==> src/rtl/mem_bus_arbiter_pkg.sv <==
// Shared types and sizing for the memory bus arbiter.
// This package is the single configuration point: NREQ and the bus widths live here.
package mem_bus_pkg;

  localparam int unsigned NREQ   = 2;
  localparam int unsigned ADDR_W = 30;
  localparam int unsigned DATA_W = 32;
  localparam int unsigned MASK_W = DATA_W / 8;
  localparam int unsigned ID_W   = (NREQ > 1) ? $clog2(NREQ) : 1;

  typedef struct packed {
    logic [ADDR_W-1:0] addr;
    logic [DATA_W-1:0] data_w;
    logic [MASK_W-1:0] mask_w;
  } bus_req_t;

  typedef logic [ID_W-1:0] req_id_t;

endpackage

==> src/rtl/mem_bus_arbiter_if.sv <==
// Requester-side bus of the arbiter: per-master request lanes and the shared response.
// BUS_ARB_LOCK_EN adds the req_lock lane.
interface mem_bus_arbiter_if;
  import mem_bus_pkg::*;

  logic [NREQ-1:0]        req_valid;
  logic [NREQ-1:0]        req_ready;
  logic [NREQ*ADDR_W-1:0] req_addr;
  logic [NREQ*DATA_W-1:0] req_data_w;
  logic [NREQ*MASK_W-1:0] req_mask_w;
  logic [NREQ-1:0]        rsp_valid;
  logic [DATA_W-1:0]      rsp_data;
`ifdef BUS_ARB_LOCK_EN
  logic [NREQ-1:0]        req_lock;

  modport master (
    output req_valid, req_addr, req_data_w, req_mask_w, req_lock,
    input  req_ready, rsp_valid, rsp_data
  );
  modport slave (
    input  req_valid, req_addr, req_data_w, req_mask_w, req_lock,
    output req_ready, rsp_valid, rsp_data
  );
`else
  modport master (
    output req_valid, req_addr, req_data_w, req_mask_w,
    input  req_ready, rsp_valid, rsp_data
  );
  modport slave (
    input  req_valid, req_addr, req_data_w, req_mask_w,
    output req_ready, rsp_valid, rsp_data
  );
`endif

endinterface

==> src/rtl/mem_bus_arbiter_rr_picker.sv <==
// Combinational round-robin picker: first valid requester searching upward from last+1.
// The valid vector is duplicated so the wrap-around search becomes a plain lowest-set-bit scan.
module rr_picker #(
  parameter int unsigned NREQ = 2,
  localparam int unsigned IdW = (NREQ > 1) ? $clog2(NREQ) : 1
) (
  input  logic [NREQ-1:0] valid_i,
  input  logic [IdW-1:0]  last_i,
  output logic [NREQ-1:0] grant_o,
  output logic [IdW-1:0]  id_o
);

  logic [2*NREQ-1:0] dbl_masked;

  // Lower copy loses positions up to and including last; upper copy covers the wrap.
  always_comb begin
    dbl_masked = {valid_i, valid_i};
    for (int j = 0; j < int'(NREQ); j++) begin
      if (j <= int'(last_i)) dbl_masked[j] = 1'b0;
    end
  end

  // Lowest set bit of the masked vector, folded back into the requester range.
  always_comb begin
    int unsigned idx;
    idx     = 0;
    id_o    = '0;
    grant_o = '0;
    for (int j = 2 * int'(NREQ) - 1; j >= 0; j--) begin
      if (dbl_masked[j]) idx = (j >= int'(NREQ)) ? (j - NREQ) : j;
    end
    id_o = IdW'(idx);
    if (|valid_i) grant_o[id_o] = 1'b1;
  end

endmodule

==> src/rtl/mem_bus_arbiter.sv <==
// Round-robin arbiter sharing one single-port synchronous RAM between NREQ masters.
// One transaction per cycle, fixed two-cycle response latency, responses in acceptance order.
// Define BUS_ARB_LOCK_EN to add req_lock for read-modify-write atomics.
module mem_bus_arbiter
  import mem_bus_pkg::*;
(
  input  logic              clock,
  input  logic              reset,
  mem_bus_arbiter_if.slave  bus,
  output logic [ADDR_W-1:0] mem_addr_o,
  output logic [DATA_W-1:0] mem_data_w_o,
  output logic [MASK_W-1:0] mem_mask_w_o,
  input  logic [DATA_W-1:0] mem_data_r_i
);

  logic [NREQ-1:0] cand;
  logic [NREQ-1:0] grant;
  req_id_t         gid;
  req_id_t         last_q;
  logic            hs;
  bus_req_t        win;

  logic [ADDR_W-1:0] mem_addr_q;
  logic [DATA_W-1:0] mem_data_w_q;
  logic [MASK_W-1:0] mem_mask_w_q;
  logic              s1_valid_q, s2_valid_q;
  req_id_t           s1_id_q, s2_id_q;

`ifdef BUS_ARB_LOCK_EN
  logic    lock_q;
  req_id_t lock_id_q;
`endif

  // Candidates for the picker; a held lock hides every requester but the owner.
  always_comb begin
    cand = bus.req_valid;
`ifdef BUS_ARB_LOCK_EN
    if (lock_q) cand = bus.req_valid & (NREQ'(1) << lock_id_q);
`endif
  end

  rr_picker #(
    .NREQ (NREQ)
  ) u_picker (
    .valid_i (cand),
    .last_i  (last_q),
    .grant_o (grant),
    .id_o    (gid)
  );

  assign bus.req_ready = grant;
  // grant is a subset of req_valid, so any grant bit is a handshake.
  assign hs = |grant;

  // Request fields of the current winner.
  always_comb begin
    win        = '0;
    win.addr   = bus.req_addr[int'(gid)*ADDR_W +: ADDR_W];
    win.data_w = bus.req_data_w[int'(gid)*DATA_W +: DATA_W];
    win.mask_w = bus.req_mask_w[int'(gid)*MASK_W +: MASK_W];
  end

  // Issue registers, round-robin pointer and the two-stage response pipeline.
  always_ff @(posedge clock) begin
    if (reset) begin
      last_q       <= req_id_t'(NREQ - 1);
      mem_addr_q   <= '0;
      mem_data_w_q <= '0;
      mem_mask_w_q <= '0;
      s1_valid_q   <= 1'b0;
      s1_id_q      <= '0;
      s2_valid_q   <= 1'b0;
      s2_id_q      <= '0;
    end else begin
      if (hs) begin
        last_q       <= gid;
        mem_addr_q   <= win.addr;
        mem_data_w_q <= win.data_w;
        mem_mask_w_q <= win.mask_w;
      end else begin
        // Dropping the mask keeps every write exactly one cycle wide.
        mem_mask_w_q <= '0;
      end
      s1_valid_q <= hs;
      s1_id_q    <= gid;
      s2_valid_q <= s1_valid_q;
      s2_id_q    <= s1_id_q;
    end
  end

`ifdef BUS_ARB_LOCK_EN
  // Owner's handshake sets or releases the lock; only the owner can handshake while locked.
  always_ff @(posedge clock) begin
    if (reset) begin
      lock_q    <= 1'b0;
      lock_id_q <= '0;
    end else if (hs) begin
      lock_q    <= bus.req_lock[gid];
      lock_id_q <= gid;
    end
  end
`endif

  // Response pulse to the requester whose transaction is in stage 2.
  always_comb begin
    bus.rsp_valid = '0;
    if (s2_valid_q) bus.rsp_valid[s2_id_q] = 1'b1;
  end

  assign bus.rsp_data  = mem_data_r_i;
  assign mem_addr_o    = mem_addr_q;
  assign mem_data_w_o  = mem_data_w_q;
  assign mem_mask_w_o  = mem_mask_w_q;

endmodule
==> src/flat_wrapper.sv <==
// flat-port wrapper written by rule: the top's interface ports become plain ports
module mem_bus_arbiter_flat import mem_bus_pkg::*;
  (clock, reset, mem_addr_o, mem_data_w_o, mem_mask_w_o, mem_data_r_i, bus_req_valid, bus_req_addr, bus_req_data_w, bus_req_mask_w, bus_req_ready, bus_rsp_valid, bus_rsp_data);
  mem_bus_arbiter_if bus_i ();
  input  logic clock;
  input  logic reset;
  output logic [ADDR_W-1:0] mem_addr_o;
  output logic [DATA_W-1:0] mem_data_w_o;
  output logic [MASK_W-1:0] mem_mask_w_o;
  input  logic [DATA_W-1:0] mem_data_r_i;
  input wire logic [$bits(bus_i.req_valid)-1:0] bus_req_valid;
  input wire logic [$bits(bus_i.req_addr)-1:0] bus_req_addr;
  input wire logic [$bits(bus_i.req_data_w)-1:0] bus_req_data_w;
  input wire logic [$bits(bus_i.req_mask_w)-1:0] bus_req_mask_w;
  output wire logic [$bits(bus_i.req_ready)-1:0] bus_req_ready;
  output wire logic [$bits(bus_i.rsp_valid)-1:0] bus_rsp_valid;
  output wire logic [$bits(bus_i.rsp_data)-1:0] bus_rsp_data;
  assign bus_i.req_valid = bus_req_valid;
  assign bus_i.req_addr = bus_req_addr;
  assign bus_i.req_data_w = bus_req_data_w;
  assign bus_i.req_mask_w = bus_req_mask_w;
  assign bus_req_ready = bus_i.req_ready;
  assign bus_rsp_valid = bus_i.rsp_valid;
  assign bus_rsp_data = bus_i.rsp_data;
  mem_bus_arbiter u_core (.clock(clock), .reset(reset), .bus(bus_i), .mem_addr_o(mem_addr_o), .mem_data_w_o(mem_data_w_o), .mem_mask_w_o(mem_mask_w_o), .mem_data_r_i(mem_data_r_i));
endmodule
==> config.mk <==
export PLATFORM = sky130hd
export DESIGN_NAME = mem_bus_arbiter_flat
export DESIGN_NICKNAME = d
export VERILOG_FILES = /design/src/rtl/mem_bus_arbiter_pkg.sv /design/src/rtl/mem_bus_arbiter_if.sv /design/src/rtl/mem_bus_arbiter_rr_picker.sv /design/src/rtl/mem_bus_arbiter.sv /design/src/flat_wrapper.sv
export SDC_FILE = /design/constraint.sdc
export NUM_CORES = 1
export LEC_CHECK = 0
export ABC_AREA = 1
export BUFFER_PORTS_ARGS = -buffer_cell sky130_fd_sc_hd__buf_2
export CAP_MARGIN = 0
export CORE_MARGIN = 2
export CORE_UTILIZATION = 35
export CTS_CLUSTER_DIAMETER = 100
export DETAILED_ROUTE_END_ITERATION = 6
export MAX_ROUTING_LAYER = met4
export PLACE_DENSITY = 0.71
export SKIP_CTS_REPAIR_TIMING = 1
export SLEW_MARGIN = 20
export SYNTH_ARGS = -nofsm -noshare
export SYNTH_HDL_FRONTEND = slang
export SYNTH_SLANG_ARGS = --single-unit
export TNS_END_PERCENT = 1
==> constraint.sdc <==
create_clock -name clock -period 1.5 [get_ports clock]
set_input_delay 0.075 -clock clock [delete_from_list [all_inputs] [get_ports clock]]
set_output_delay 0.075 -clock clock [all_outputs]
set_load 0.05 [all_outputs]
* Word level (Yosys, flattened, before mapping)
Cells that the tools add are included.
** Word-level totals
- Bits of input ports :: 168
- Output and inout bits :: 102
- Bits in registers :: 71
** Cells by class
- Multipliers :: 1
- Shifts and indexed selects :: 3
- Order comparisons :: 5
- Bitwise logic cells :: 1
- Mux-type cells :: 10
- Reductions and logical operators :: 5
** Operators by type and width (count)
- indexed part select 64 x 7 -> 32 bit :: 1
- indexed part select 60 x 7 -> 30 bit :: 1
- indexed part select 8 x 4 -> 4 bit :: 1
- two-way mux 1 bit :: 6
- OR reduction 2 bit :: 3
- multiplier 1 x 4 -> 5 bit (second input constant) :: 1
- < comparator 1 x 2 -> 1 bit (second input constant) :: 2
- two-way mux 2 bit :: 2
- demux 1 bit (select 1 bit) :: 2
- >= comparator 1 bit (second input constant) :: 2
- logical AND 1 bit :: 2
- less-or-equal comparator 1 bit (first input constant) :: 1
- inverter 1 bit :: 1

* Longest topological paths before layout
Gate-level depths: netlist (run 1).
- Depth after elaboration :: 11
- Gate-level depth with buffers :: 7
- Depth with buffers taken out :: 6

* By module
From an unflattened synthesis (run 1), not the netlist that was laid out.
** Unflattened totals
- Cell total of the unflattened synthesis :: 551
- Area, all modules :: 3499.6 um^2
** By module, submodules not included
- mem_bus_arbiter :: area each 3474.6 um^2, instances 1, cells an instance 545, seq. area each 1421.4 um^2
- rr_picker :: area each 25.0 um^2, instances 1, cells an instance 6, seq. area each 0.0 um^2

* Worst setup path before layout (run 1)
OpenSTA, ideal clock, no wires.
- Path type :: register -> register
- Start point :: register u_core.last_q
- End point :: register u_core.mem_mask_w_q[0], in the netlist u_core.mem_mask_w_o[0]
- Slack :: 0.260 ns
- Setup time :: 0.064 ns
- Data arrival time :: 1.176 ns
- Required time :: 1.436 ns
- Cell stages (with the launch flop) :: 7
- Period minus slack after synthesis :: 1.240 ns
- Cells stage by stage :: dfxtp_1 > nand2_2 > nand2_1 > buf_4 > inv_1 > nor2_1 > nor2_1
** On the way
- Word-level cells in the longest chain between the ends :: 11
** Ends and longest elaborated chain
- start, declared :: line mem_bus_arbiter.sv:19 : req_id_t last_q;
- start signal, assigned :: line mem_bus_arbiter.sv:66 : last_q <= req_id_t'(NREQ - 1);
- start signal, assigned :: line mem_bus_arbiter.sv:76 : last_q <= gid;
- less-or-equal comparator 1 bit * :: line mem_bus_arbiter_rr_picker.sv:19 : if (j <= int'(last_i)) dbl_masked[j] = 1'b0;
- two-way mux 1 bit * :: line mem_bus_arbiter_rr_picker.sv:19
- two-way mux 1 bit * :: line mem_bus_arbiter_rr_picker.sv:30 : if (dbl_masked[j]) idx = (j >= int'(NREQ)) ? (j - NREQ) : j;
- < comparator 1 x 2 -> 1 bit (not written as such) or >= comparator 1 bit (tied branches) :: line mem_bus_arbiter_rr_picker.sv:33 : if (|valid_i) grant_o[id_o] = 1'b1;
- logical AND 1 bit (not written as such) :: line mem_bus_arbiter_rr_picker.sv:33
- two-way mux 1 bit (not written as such) :: line mem_bus_arbiter_rr_picker.sv:33
- demux 1 bit (select 1 bit) * :: line mem_bus_arbiter_rr_picker.sv:33
- two-way mux 2 bit * :: line mem_bus_arbiter_rr_picker.sv:33
- net bus_req_ready[1] :: line flat_wrapper.sv:15 : output wire logic [$bits(bus_i.req_ready)-1:0] bus_req_ready;
- OR reduction 2 bit * :: line mem_bus_arbiter.sv:53 : assign hs = |grant;
- inverter 1 bit (no source line) *
- OR reduction 2 bit (no source line) *
- end signal, assigned :: line mem_bus_arbiter.sv:79 : mem_mask_w_q <= win.mask_w;
- end, declared :: line mem_bus_arbiter.sv:25 : logic [MASK_W-1:0] mem_mask_w_q;
Mark *: on every way through the listed nets, which the timed path passes. The rest lies on a longest branch.
A chain may end at the register's enable or synchronous reset.

* Worst setup path in the final report (run 1)
- Start point :: register u_core.last_q
- End point :: output bus_req_ready[0]
** On the way
- Word-level cells in the longest chain between the ends :: 8
** Ends and longest elaborated chain (line)
- less-or-equal comparator 1 bit * :: mem_bus_arbiter_rr_picker.sv:19
- two-way mux 1 bit * :: mem_bus_arbiter_rr_picker.sv:19
- two-way mux 1 bit * :: mem_bus_arbiter_rr_picker.sv:30
- < comparator 1 x 2 -> 1 bit (not written as such) or >= comparator 1 bit (tied branches) :: mem_bus_arbiter_rr_picker.sv:33
- logical AND 1 bit (not written as such) :: mem_bus_arbiter_rr_picker.sv:33
- two-way mux 1 bit (not written as such) :: mem_bus_arbiter_rr_picker.sv:33
- demux 1 bit (select 1 bit) * :: mem_bus_arbiter_rr_picker.sv:33
- two-way mux 2 bit * :: mem_bus_arbiter_rr_picker.sv:33
- end, declared :: flat_wrapper.sv:15
Every way passes the cells marked *; elsewhere a longest branch is shown, timed or not.

==> summary.txt, run 1 <==
Critical path
  • Critical Path AT: 1.35 ns
  • R2R Setup Slk: 0.13 ns
  • Worst R2R Path Depth: 6
  • Startpoint class of the critical path: register
  • CP Data Required Time: 1.42 ns
  • WS Path Type: reg -> out
  • CP endpoint kind: output port
  • FF-to-FF Start: u_core.last_q
  • Crit Path Max Fanout: 23
  • CP dominant cell by count: inv_1
  • RR Endpoint: u_core.mem_addr_o[23]
  • Max stage delay on crit path: 0.36 ns
  • CP cell instances: inv_1, nand2_4, nand2_2, buf_12, inv_1, buf_4
  • Critical-path top delay cell: dfxtp_1

GRT
  • Initial antenna violation count: 0
  • Remaining Overflow, GRT: 0
  • GRT Util Overall: 0.188
  • Largest net degree at the start of global routing: 38
  • Vias in the first global route: 3533
  • First-pass GRT wire length: 16.3 mm

Timing
  • WHS: -0.0124 ns
  • Final critical-path share of the clock period: 0.952
  • Clock Skews: 0.00407 ns
  • RSZ-0062 raised after global routing: false
  • Final hold violation count: 5
  • Max Clk Rate: 700 MHz
  • Setup violators final: 0
  • Worst-Margin Slew: 0.454 ns
  • Final worst setup slack: 0.0724 ns
  • Min Clock Period, post-route: 1.43 ns
  • Setup TNS: 0 ns
  • Worst rel slew slack: 0.696
  • Slew Viols, Final: 0

Logic synthesis
  • Syn_area_per_cell: 6.31 um^2
  • Netlist cell types: 18
  • EDFF count, synth: 0
  • Seq/Total Area, Yosys: 0.402
  • Cell with the most instances after synthesis: nand2_1
  • Ys async rst share: 0
  • Dominant synthesized flop cell: dfxtp_1
  • Largest area contributor in the netlist: dfxtp_1
  • Share of the synthesized area in the top cell type: 0.402
  • Syn Inst Count: 561
  • Most frequent cells after synthesis: 210 x nand2_1, 94 x nor2_1, 71 x dfxtp_1, 50 x nand3_1, 45 x inv_1
  • Mapped Area: 3540 um^2
  • Ys Warns: 0
  • Ranking of synthesized cells by area: dfxtp_1 40%, nand2_1 22%, nor2_1 10%, buf_4 7.9%, nand3_1 7.1%
  • Post-synthesis register bit count: 71
  • Syn Nets: 729

CTS
  • H-tree depth: 3
  • Skew-Pair Late Insertion Delay: 0.34 ns
  • Clock Pin Slew Worst Setup and Hold Paths: 0.07 ns
  • Max Buffers Root-to-Sink: 2
  • Root buffer cell: clkbuf_8
  • CTS Buf Count: 9
  • CTS Sinks: 71
  • CTS tree: built

Final layout
  • Share of post-route cells with drive strength above 1: 0.322
  • Register area: 1420 um^2
  • Multi-input logic area: 1560 um^2
  • Net count, final: 931
  • Antenna diode count: 0
  • Fillers: 989
  • Fin util: 0.516
  • Area growth syn-to-layout: 42.7%

Routing
  • TritonRoute pass-1 iters: 5
  • Routed vias: 3909
  • Post-DR wirelength/cell: 12.1 um
  • Final Routed Wirelength: 10.9 mm
  • ANT nets after route: 0
  • DRC Markers: 0
  • Vias per inst: 4.34
  • DR iter-0 viols: 196

Worst hold path
  • Hold EP: u_core.mem_data_w_o[22]
  • Hold Path Origin: bus_req_data_w[54]
  • Hold Path Depth: 3
  • Worst Hold Class: in -> reg

Outcome
  • Status: finished with violations
  • Failing checks: negative hold slack

Die
  • Height of the die: 105 um
  • Core Rows: 36
  • Initial Util: 0.362
  • Die area: 10900 um^2
  • IO Pins: 270
  • Width of the die: 105 um
  • Core Region: 9770 um^2

Power
  • PD cells: 991 nW/um^2
  • Maximum vdd drop: 0.466 mV
  • Static leakage: 0.00295 uW

Job
  • Maxcap violations: 0

Place
  • IO buf count: 205
  • Place WS: 0.207 ns
  • DP Wirelength: 7.56 mm
  • RD Place Congestion: 0.778
[flip-flops by register name, summed over array words and instances (netlist names)]
name                 flops
u_core.last_q            1
u_core.s2_valid_q        1
u_core.s1_valid_q        1
u_core.s1_id_q           1
u_core.mem_addr_o       30
u_core.mem_data_w_o     32
u_core.mem_mask_w_o      4
u_core.s2_id_q           1
[cells by family after synthesis]
kind of cell,Yosys count,synth area share
flip-flops,71,0.402
buffers and inverters,109,0.161
AND/OR/NAND/NOR,360,0.406
AO/OA/AOI/OAI,21,0.0304
[cell type report]
cell class,instances,area share
well taps,133,0.0330
clock buffers,10,0.0253
repair buffers,254,0.304
clock inverters,6,0.0121
inverters,46,0.0350
flip-flops and latches,71,0.282
multi-input cells,381,0.309
[per-layer routing]
layer  global-route usage  vias to the layer above  part of all wire
met2                0.323                      153              0.49
met1                0.213                     1674              0.43
li1                     -                     2062                 -
met5                    -                        -                 0
met4               0.0521                        0            0.0096
met3               0.0555                       20             0.074
[how the worst max path moves through the flow]
stage / startpoint / to / slack (ns) / cells after the start
after global placement: u_core.last_q / bus_req_ready[1] / 0.24 / 5
final: u_core.last_q / bus_req_ready[0] / 0.07 / 6
after global routing: u_core.last_q / bus_req_ready[0] / 0.0004 / 6
after floorplan: u_core.last_q / u_core.mem_mask_w_o[0] / 0.26 / 6
after detailed placement: u_core.last_q / u_core.mem_addr_o[23] / 0.21 / 6
after CTS: u_core.last_q / bus_req_ready[1] / -0.20 / 5
[cell usage in the layout (no fill, tap or decap), types with 2 or more instances in the layout]
master         synthesis  routed
clkbuf_8               0       9
buf_2                 18     203
nand3_1               50      50
clkinvlp_4             0       2
buf_4                 37      15
o21ai_1               12      12
inv_1                 45      44
nor2_1                94      94
nand2_4                1       2
clkinv_2               0       3
nand2_1              210     209
dlygate4sd3_1          0      31
o21ai_0                8       8
buf_12                 0       3
nand2_2                2       2
dfxtp_1               71      71
[report_power, final]
| group | internal (uW) | switching, uW |
|---|---|---|
| registers | 2030 | 73.0 |
| clock network | 762 | 708 |
| logic | 467 | 957 |
| total | 3260 | 1740 |
[critical path: cells and delay by family (launching register included)]
kind	cells	cell delay [ns]
buf+inv	4	0.52
simple gates	2	0.12
flops	1	0.36
[metrics by stage]
stage / instances / power [uW] / cell area, um^2 / hold WS, ns
2_1_floorplan: 561 / 3280 / 3540 / 0.185
5_1_grt: 901 / 5270 / 5050 / 0.000359
3_3_place_gp: 852 / 3480 / 4480 / 0.150
4_1_cts: 868 / 4970 / 4670 / -0.0965
6_report: 901 / 5000 / 5050 / -0.0124
3_5_place_dp: 852 / 3480 / 4480 / 0.150
Note: power is estimated with default switching activity, not from simulation.
==> run 2: changes to the inputs <==
--- a/config.mk
+++ b/config.mk
@@ -14,6 +14,7 @@
 export DETAILED_ROUTE_END_ITERATION = 6
 export MAX_ROUTING_LAYER = met4
 export PLACE_DENSITY = 0.71
+export SETUP_SLACK_MARGIN = 0.15
 export SKIP_CTS_REPAIR_TIMING = 1
 export SLEW_MARGIN = 20
 export SYNTH_ARGS = -nofsm -noshare
==> constraint.sdc (replaced) <==
create_clock -name clock -period 1.6 [get_ports clock]
set_input_delay 0.08 -clock clock [delete_from_list [all_inputs] [get_ports clock]]
set_output_delay 0.08 -clock clock [all_outputs]
set_load 0.05 [all_outputs]
==> run 2 against run 1 <==
The flow still finishes with violations (negative hold slack). Critical path depth unchanged. Clock-buffer cell count decreased by 1. First-iteration DRC count down 6.1%. Sequential share of layout area fell by 0.40 points. Largest cell class is now buffers.
==> summary.txt, run 2 (synthesis results as in run 1) <==
Outcome
  • Status: finished with violations (unchanged)
  • Failing checks: negative hold slack (unchanged)

Timing
  • WHS: -0.0141 ns (was -0.0124 ns)
  • Setup TNS: 0 ns (unchanged)
  • Clock Skews: 0.00623 ns (was 0.00407 ns)
  • RSZ-0062 raised after global routing: true (was false)
  • Worst-Margin Slew: 0.415 ns (was 0.454 ns)
  • Final critical-path share of the clock period: 0.871
  • Slew Viols, Final: 0 (unchanged)
  • Final worst setup slack: 0.206 ns (was 0.0724 ns)
  • Setup violators final: 0 (unchanged)
  • Max Clk Rate: 717 MHz
  • Worst rel slew slack: 0.722 (was 0.696)
  • Min Clock Period, post-route: 1.39 ns
  • Final hold violation count: 3 (was 5)

Critical path
  • WS Path Type: reg -> out (unchanged)
  • RR Endpoint: u_core.mem_addr_o[1] (was u_core.mem_addr_o[23])
  • Crit. path cell count: 6 (unchanged)
  • FF-to-FF Start: u_core.last_q (unchanged)
  • Worst R2R Path Depth: 6 (unchanged)
  • CP dominant cell by count: inv_1 (unchanged)
  • Max stage delay on crit path: 0.35 ns (was 0.36 ns)
  • CP cell instances: inv_1, nand2_4, nand2_2, buf_12, inv_1, buf_4 (unchanged)
  • Crit path max-delay family: buffers and inverters (unchanged)
  • CP Data Required Time: 1.52 ns (was 1.42 ns)
  • Critical-path top delay cell: dfxtp_1 (unchanged)
  • CP Buf/Inv Count: 4 (unchanged)
  • CP endpoint kind: output port (unchanged)
  • Crit Path Max Fanout: 23 (unchanged)
  • Startpoint class of the critical path: register (unchanged)
  • R2R Setup Slk: 0.30 ns (was 0.13 ns)
  • Critical Path AT: 1.31 ns (was 1.35 ns)

GRT
  • Initial antenna violation count: 0 (unchanged)
  • Vias in the first global route: 3530 (was 3533)
  • GRT Util Overall: 0.189 (was 0.188)
  • Remaining Overflow, GRT: 0 (unchanged)
  • First-pass GRT wire length: 16.3 mm (about the same)
  • Largest net degree at the start of global routing: 38 (unchanged)

Routing
  • Vias per inst: 4.32 (was 4.34)
  • DRC Markers: 0 (unchanged)
  • Post-DR wirelength/cell: 12.0 um (was 12.1 um)
  • ANT nets after route: 0 (unchanged)
  • TritonRoute pass-1 iters: 4 (was 5)
  • Final Routed Wirelength: 10.9 mm (about the same)
  • DR iter-0 viols: 184 (was 196)
  • Routed vias: 3914 (was 3909)

CTS
  • Clock Pin Slew Worst Setup and Hold Paths: 0.08 ns (was 0.07 ns)
  • CTS Buf Count: 9 (unchanged)
  • CTS Sinks: 71 (unchanged)
  • Max Buffers Root-to-Sink: 2 (unchanged)
  • H-tree depth: 3 (unchanged)
  • Skew-Pair Late Insertion Delay: 0.34 ns (about the same)
  • Root buffer cell: clkbuf_8 (unchanged)
  • CTS tree: built (unchanged)

Final layout
  • Number of flip-flops under the largest register name: 32 (unchanged)
  • Final instance area: 5120 um^2 (was 5050 um^2)
  • Commonest cells after routing, fill and taps aside: 209 x nand2_1, 203 x buf_2, 94 x nor2_1 (unchanged)
  • Commonest non-fill, non-tap cell in the layout: nand2_1 (unchanged)
  • Net count, final: 937 (was 931)
  • Register area: 1420 um^2 (unchanged)
  • Multi-input logic area: 1560 um^2 (unchanged)
  • Area growth syn-to-layout: 44.7% (was 42.7%)
  • Fillers: 987 (was 989)
  • Final Instance Count excl. Fillers: 907 (was 901)
  • Antenna diode count: 0 (unchanged)
  • Share of post-route cells with drive strength above 1: 0.324 (was 0.322)

Worst hold path
  • Hold EP: u_core.mem_data_w_o[22] (unchanged)
  • Hold Path Depth: 3 (unchanged)
  • Worst Hold Class: in -> reg (unchanged)
  • Hold Path Origin: bus_req_data_w[54] (unchanged)

Die
  • Width of the die: 105 um (unchanged)
  • IO Pins: 270 (unchanged)
  • Core Region: 9770 um^2 (unchanged)
  • Die area: 10900 um^2 (unchanged)
  • Initial Util: 0.362 (unchanged)
  • Height of the die: 105 um (unchanged)
  • Core Rows: 36 (unchanged)

Power
  • Static leakage: 0.00298 uW (was 0.00295 uW)
  • Logic pwr share: 0.274 (was 0.285)
  • Switching Share: 0.341 (was 0.348)
  • Clock Power Share: 0.324 (was 0.294)
  • Maximum vdd drop: 0.414 mV (was 0.466 mV)
  • Sequential power share: 0.402 (was 0.421)
  • Sw Pwr: 1680 uW (was 1740 uW)
  • Pint: 3230 uW (was 3260 uW)
  • PD cells: 959 nW/um^2 (was 991 nW/um^2)

Job
  • Maxcap violations: 0 (unchanged)

Place
  • RD Place Congestion: 0.791 (was 0.778)
  • DP Wirelength: 7.49 mm (was 7.56 mm)
  • IO buf count: 205 (unchanged)
  • Placed inst area: 4440 um^2 (was 4480 um^2)
  • Placed cells: 850 (was 852)
  • Place WS: 0.287 ns (was 0.207 ns)
[run 2: changes by cell type in the layout (fill, tap and decap cells not counted)]
cell | before | now
clkinv_4 | 1 | 2
clkinv_2 | 3 | 1
buf_12 | 3 | 2
clkinvlp_4 | 2 | 3
clkbuf_1 | 1 | 0
buf_4 | 15 | 19
dlygate4sd3_1 | 31 | 34
bufinv_16 | 1 | 2
[run 2: power by group through the flow]
stage                     registers, uW  logic [uW]  clock network (uW)
after floorplan                    2460         609                   0
after global placement             2010        1230                   0
after detailed placement           2010        1240                   0
after CTS                          1970        1240                1650
after global routing               1990        1460                1720
final                              1970        1350                1590
[run 2: stage by stage]
stage	power, uW	utilization
floorplan	3070	-
CTS	4860	0.477
global route	5160	0.524
global placement	3240	0.454
detailed placement	3250	0.454
finish	4910	0.524
[run 2: cell type report]
cell class | instances | share of cell area
Clock buffer | 9 | 0.0242
Clock inverter | 7 | 0.0191
Inverter | 46 | 0.0345
Multi-Input combinational cell | 381 | 0.304
Sequential cell | 71 | 0.278
Tap cell | 133 | 0.0325
Timing Repair Buffer | 260 | 0.308
[run 2: tightest hold or removal path: cells and delay by family]
family	cells	cell delay, ns
buffers and inverters	1	0.07
AND/OR/NAND/NOR	1	0.03
AO/OA/AOI/OAI	1	0.11
[run 2: per-layer routing]
layer	GRT usage	up-vias	part of all wire
met4	0.0560	0	0.015
met5	-	-	0
met1	0.212	1657	0.42
met3	0.0618	22	0.080
met2	0.319	161	0.48
li1	-	2074	-
[run 2: worst max-delay path by stage]
stage,to,slack (ns),from
after floorplan,u_core.mem_mask_w_o[0],0.36,u_core.last_q
after CTS,bus_req_ready[1],-0.07,u_core.last_q
after global placement,u_core.mem_data_w_o[25],0.29,bus_req_valid[1]
after detailed placement,u_core.mem_data_w_o[25],0.29,bus_req_valid[1]
after global routing,bus_req_ready[0],0.11,u_core.last_q
final,bus_req_ready[0],0.21,u_core.last_q
